[config.mk]
export PLATFORM = sky130hd
export DESIGN_NAME = fpwbctrl
export DESIGN_NICKNAME = d
export VERILOG_FILES = /design/src/rtl/fpwbctrl_pkg.sv /design/src/rtl/fppipetrack.sv /design/src/rtl/fpwbctrl.sv
export SDC_FILE = /design/constraint.sdc
export NUM_CORES = 1
export LEC_CHECK = 0
export ABC_AREA = 1
export CAP_MARGIN = 20
export CELL_PAD_IN_SITES_DETAIL_PLACEMENT = 2
export CELL_PAD_IN_SITES_GLOBAL_PLACEMENT = 2
export CORE_ASPECT_RATIO = 0.6
export CORE_UTILIZATION = 20
export DETAILED_ROUTE_END_ITERATION = 8
export HOLD_SLACK_MARGIN = 0.12
export PLACE_DENSITY = 0.75
export SLEW_MARGIN = 20
export SYNTH_ARGS = -nofsm -noshare
export SYNTH_HDL_FRONTEND = slang
export SYNTH_HIERARCHICAL = 1
export SYNTH_SLANG_ARGS = --single-unit
[constraint.sdc]
create_clock -name clk -period 2.7 [get_ports clk]
set_input_delay 0.54 -clock clk [delete_from_list [all_inputs] [get_ports clk]]
set_output_delay 0.54 -clock clk [all_outputs]
set_load 0.02 [all_outputs]
[src/rtl/fpwbctrl_pkg.sv]
// Shared FPU definitions: post-processor source classes and the pipe-tracker entry.
package fpwbctrl_pkg;

    localparam logic [1:0] CLS_CVT = 2'b00;
    localparam logic [1:0] CLS_DIV = 2'b01;
    localparam logic [1:0] CLS_FMA = 2'b10;

    typedef struct packed {
        logic       valid;
        logic [1:0] cls;
        logic [4:0] rd;
        logic       toint;
    } pipe_entry_t;

endpackage

[src/rtl/fppipetrack.sv]
// FMALAT-stage shift register tracking fixed-latency ops; the last stage is the head.
module fppipetrack
    import fpwbctrl_pkg::*;
#(
    parameter int FMALAT = 2
) (
    input  logic        clk,
    input  logic        reset,
    input  logic        flush,
    input  pipe_entry_t in_entry,
    output pipe_entry_t head
);

    pipe_entry_t stage_q [FMALAT];
    pipe_entry_t stage_d [FMALAT];

    always_comb begin
        stage_d[0] = in_entry;
        for (int i = 1; i < FMALAT; i++) begin
            stage_d[i] = stage_q[i-1];
        end
        if (flush) begin
            for (int i = 0; i < FMALAT; i++) begin
                stage_d[i].valid = 1'b0;
            end
        end
    end

    always_ff @(posedge clk or posedge reset) begin
        if (reset) begin
            for (int i = 0; i < FMALAT; i++) begin
                stage_q[i] <= '0;
            end
        end else begin
            stage_q <= stage_d;
        end
    end

    assign head = stage_q[FMALAT-1];

endmodule

[src/rtl/fpwbctrl.sv]
// Writeback sequencer for the shared FPU post-processor: arbitrates the fixed-latency
// pipe against the single outstanding divide/sqrt and registers results and fflags.
module fpwbctrl
    import fpwbctrl_pkg::*;
#(
    parameter int FLEN   = 64,
    parameter int XLEN   = 64,
    parameter int FMALAT = 2
) (
    input  logic                                   clk,
    input  logic                                   reset,
    input  logic                                   IssueValid,
    input  logic [1:0]                             IssueCls,
    input  logic [4:0]                             IssueRd,
    input  logic                                   IssueToInt,
    output logic                                   IssueStall,
    input  logic                                   FlushE,
    output logic                                   DivBusy,
    input  logic                                   DivDone,
    output logic                                   DivAck,
    output logic [1:0]                             PostProcSel,
    input  logic [FLEN-1:0]                        PostProcRes,
    input  logic [4:0]                             PostProcFlg,
    input  logic [XLEN-1:0]                        FCvtIntRes,
    output logic                                   WbValid,
    output logic [4:0]                             WbRd,
    output logic                                   WbToInt,
    output logic [((FLEN > XLEN) ? FLEN : XLEN)-1:0] WbData,
    input  logic                                   FFlagsWe,
    input  logic [4:0]                             FFlagsWd,
    output logic [4:0]                             FFlags
);

    localparam int DW = (FLEN > XLEN) ? FLEN : XLEN;

    pipe_entry_t   pipe_in, head;
    logic          head_v, div_ready, accept, sel_valid, sel_toint;
    logic [4:0]    sel_rd;

    logic          div_pend_q, div_pend_d;
    logic [4:0]    div_rd_q, div_rd_d;
    logic          div_toint_q, div_toint_d;
    logic          wb_valid_q, wb_valid_d;
    logic [4:0]    wb_rd_q, wb_rd_d;
    logic          wb_toint_q, wb_toint_d;
    logic [DW-1:0] wb_data_q, wb_data_d;
    logic [4:0]    fflags_q, fflags_d;

    fppipetrack #(.FMALAT(FMALAT)) u_track (
        .clk      (clk),
        .reset    (reset),
        .flush    (FlushE),
        .in_entry (pipe_in),
        .head     (head)
    );

    always_comb begin
        head_v    = head.valid;
        div_ready = div_pend_q & DivDone;
        // A done divider facing a busy head stalls issue, opening a bubble within FMALAT cycles.
        IssueStall = ~FlushE & ((IssueValid & (IssueCls == CLS_DIV) & div_pend_q) |
                                (div_ready & head_v));
        accept     = IssueValid & ~IssueStall & ~FlushE;

        pipe_in       = '0;
        pipe_in.valid = accept & ((IssueCls == CLS_CVT) | (IssueCls == CLS_FMA));
        pipe_in.cls   = IssueCls;
        pipe_in.rd    = IssueRd;
        pipe_in.toint = IssueToInt;

        sel_valid   = 1'b0;
        sel_rd      = div_rd_q;
        sel_toint   = div_toint_q;
        PostProcSel = CLS_FMA;
        DivAck      = 1'b0;
        if (head_v) begin
            sel_valid   = 1'b1;
            PostProcSel = head.cls;
            sel_rd      = head.rd;
            sel_toint   = head.toint;
        end else if (div_ready) begin
            sel_valid   = 1'b1;
            PostProcSel = CLS_DIV;
            DivAck      = 1'b1;
        end
        // Flush still drains a finished divider, but nothing it produces is kept.
        if (FlushE) begin
            sel_valid = 1'b0;
            DivAck    = div_ready;
        end

        div_pend_d  = div_pend_q & ~DivAck;
        div_rd_d    = div_rd_q;
        div_toint_d = div_toint_q;
        if (accept && IssueCls == CLS_DIV) begin
            div_pend_d  = 1'b1;
            div_rd_d    = IssueRd;
            div_toint_d = IssueToInt;
        end
        if (FlushE) begin
            div_pend_d = 1'b0;
        end

        wb_valid_d = sel_valid;
        wb_rd_d    = wb_rd_q;
        wb_toint_d = wb_toint_q;
        wb_data_d  = wb_data_q;
        if (sel_valid) begin
            wb_rd_d    = sel_rd;
            wb_toint_d = sel_toint;
            wb_data_d  = sel_toint ? DW'(FCvtIntRes) : DW'(PostProcRes);
        end

        fflags_d = (FFlagsWe ? FFlagsWd : fflags_q) | (sel_valid ? PostProcFlg : 5'b0);
    end

    always_ff @(posedge clk or posedge reset) begin
        if (reset) begin
            div_pend_q  <= 1'b0;
            div_rd_q    <= '0;
            div_toint_q <= 1'b0;
            wb_valid_q  <= 1'b0;
            wb_rd_q     <= '0;
            wb_toint_q  <= 1'b0;
            wb_data_q   <= '0;
            fflags_q    <= '0;
        end else begin
            div_pend_q  <= div_pend_d;
            div_rd_q    <= div_rd_d;
            div_toint_q <= div_toint_d;
            wb_valid_q  <= wb_valid_d;
            wb_rd_q     <= wb_rd_d;
            wb_toint_q  <= wb_toint_d;
            wb_data_q   <= wb_data_d;
            fflags_q    <= fflags_d;
        end
    end

    assign DivBusy = div_pend_q;
    assign WbValid = wb_valid_q;
    assign WbRd    = wb_rd_q;
    assign WbToInt = wb_toint_q;
    assign WbData  = wb_data_q;
    assign FFlags  = fflags_q;

endmodule

==> reports/qor.csv <==
metric;value;unit
status;finished clean;
initial antenna violation count;2;
CTS max path bufs;2;
Mean Syn Cell Area;7.33;um2
Worst EP arrival;2.08;ns
hold path startpoint;u_track/stage_d[1];
via count;5419;
Max FO, Critical Path;3;
area share of the leading cell type in the synthesized netlist;0.486;
CP cell instances;clkdlybuf4s50_1, nand2_1, nand2_2, o21a_1, clkdlybuf4s50_1;
Startpoint Class;input port;
global-route wire length before repair;34.4;mm
top-count cell post-synth;nand2_1;
Final Util;0.321;
DRC viols;0;
max cap viols;0;
DR pass1 iterations;4;
gr busiest metal;met2;
f_max;382;MHz
fin crit share;0.970;
Primary FF master, synth;dfrtp_1;
dpl hpwl;15.7;mm
R2R cell count;6;
Final Hold Fails;0;
VDD IR max;0.278;mV
clk_lat worst skew;0.36;ns
final RePlAce weighted congestion;0.753;
Die W;210;um
fin nets;1069;
largest net degree at the start of global routing;48;
CP Data Required Time;2.16;ns
final wirelength;21.8;mm
I/O pins;233;
Initial Util;0.205;
flops & latches, synth;101;
Mapped Cells;710;
core box area;25400;um2
PwrDens;715;nW/um2
Rows;45;
Die Span Y;127;um
P_leak;4.17;nW
Total Routing Usage GR;0.168;
GR Overflow Total;0;
CTS root buffer;clkbuf_16;
Crit. End Element;output port;
CP startpoint;DivDone;
syn nets;862;
unrepaired setup endpoints after global routing;no;
vias in the first global route;5988;
sequential element share of the synthesized area;0.486;
Post-Syn Area;5200;um2
H-tree depth;3;
setup violators final;0;
Final Skew;0.00977;ns
CTS clk-pin slew, worst paths;0.07;ns
CP max stage delay;0.60;ns
setup_tns;0;ns
layout cell share with drive strength beyond 1;0.0423;
GR Util met2;0.258;
worst setup path endpoint;PostProcSel[0];
slew margin rel.;0.513;
CP max-delay cell;clkdlybuf4s50_1;
Worst Hold Path Cells;0;
Antenna Violating Nets Remaining;0;
post-synth top area cell;dfrtp_1;
Synthesis Warnings;6;
Cell variety after synth;18;
die area;26700;um2
Reg-to-Reg Start;u_track/head[8];
Async S/R FF share, synth;1.00;
met3 Use GR;0.0557;
CP most frequent cell;clkdlybuf4s50_1;
number of synthesized flops with an enable pin;0;
IO Port Bufs;232;
diode count;0;
measured slew at the worst slew-check pin;0.730;ns
Avg Vias per Cell;4.25;
r2r setup slk;1.03;ns
Num CTS Buffers;9;
Synth top cells by count;203 x nand2_1, 198 x nand3_1, 140 x inv_1;
crit path kind;in -> out;
worst min-delay path category;reg -> reg;
Synth-to-Final Area Change;56.6;%
CTS tree;yes;
top cells by area, synth;dfrtp_1 49%, nand3_1 19%, nand2_1 15%, inv_1 10%, buf_2 2.6%;
Final Max Slew Viols;0;
GR Layer Usage met1;0.229;
FF-to-FF End;WbData[9];
DRT iter0 DRCs;207;
Tmin final;2.62;ns
Clock Sinks;101;
DR WL/cell;17.1;um
final cells by class:
class / count / area, um2
Timing Repair Buffer: 247 / 2470
Multi-Input combinational cell: 416 / 1840
Sequential cell: 101 / 2530
Clock buffer: 10 / 229
Tap cell: 352 / 440
Clock inverter: 6 / 91.3
Fill cell: 2943 / 17300
Inverter: 142 / 536
routing by layer:
metal	wire (um)	part of all wire	up-vias
met5	28	0.0013	-
met4	227	0.010	4
met3	1520	0.070	16
met2	9360	0.43	146
met1	10600	0.49	2675
li1	-	-	2578
critical path, delay by kind of cell:
kind | cells | cell delay, ns
simple gates | 2 | 0.28
compound gates | 1 | 0.16
buf+inv | 2 | 1.10
power breakdown:
| group | internal [mW] | switching, mW | leakage (nW) |
|---|---|---|---|
| Clock | 0.823 | 0.635 | 0.158 |
| Combinational | 1.04 | 1.22 | 2.77 |
| Sequential | 1.89 | 0.210 | 1.24 |
sequential cells by signal (all words and copies together), names as in the netlist:
register and count:
DivBusy 1, FFlags 5, WbData 64, WbRd 5
WbToInt 1, WbValid 1, div_rd_q 5, div_toint_q 1
u_track/head 9, u_track/stage_d 8, u_track/stage_q 1
per-stage QoR:
| step | hold WS (ns) | area [um2] | power (mW) | setup WS [ns] | cells |
|---|---|---|---|---|---|
| finish | 0.351 | 8140 | 5.82 | 0.0815 | 1274 |
| global route | 0.361 | 8140 | 6.18 | 0.0577 | 1274 |
| CTS | 0.354 | 8140 | 5.94 | 0.0181 | 1274 |
| detailed placement | 0.337 | 7820 | 4.43 | 0.0180 | 1258 |
| global placement | 0.332 | 7820 | 4.35 | 0.0968 | 1258 |
| floorplan | 0.331 | 5200 | 3.15 | 0.0232 | 710 |
placed cells by master (no fill, tap or decap), drive strengths merged:
cell type and instances:
clkdlybuf4s50 231, nand2 206, nand3 198, inv 145
dfrtp 101, buf 15, clkbuf 10, nor2 5
a21oi 2, bufinv 2, o21ai 2, o21a 1
nand3b 1, nand4 1, clkinv 1, dlymetal6s2s 1
how the worst min path moves through the flow:
stage / endpoint
global route: u_track/head[4]
finish: u_track/head[1]
floorplan: u_track/head[0]
global placement: u_track/head[5]
detailed placement: u_track/head[1]
CTS: u_track/head[6]
kinds of logic (layout without fill, tap and decap cells):
group                  Yosys count  count (layout)  synth area share
buffers and inverters          193             405             0.161
AO/OA/AOI/OAI                    5               5           0.00529
flip-flops                     101             101             0.486
AND/OR/NAND/NOR                411             411             0.348
timing repair:
item	in CTS	in global routing
setup endpoints to repair	0	1
buffers inserted	0	0
hold buffers	0	0
resized for setup	0	1
Power figures use the tool's default switching activity.
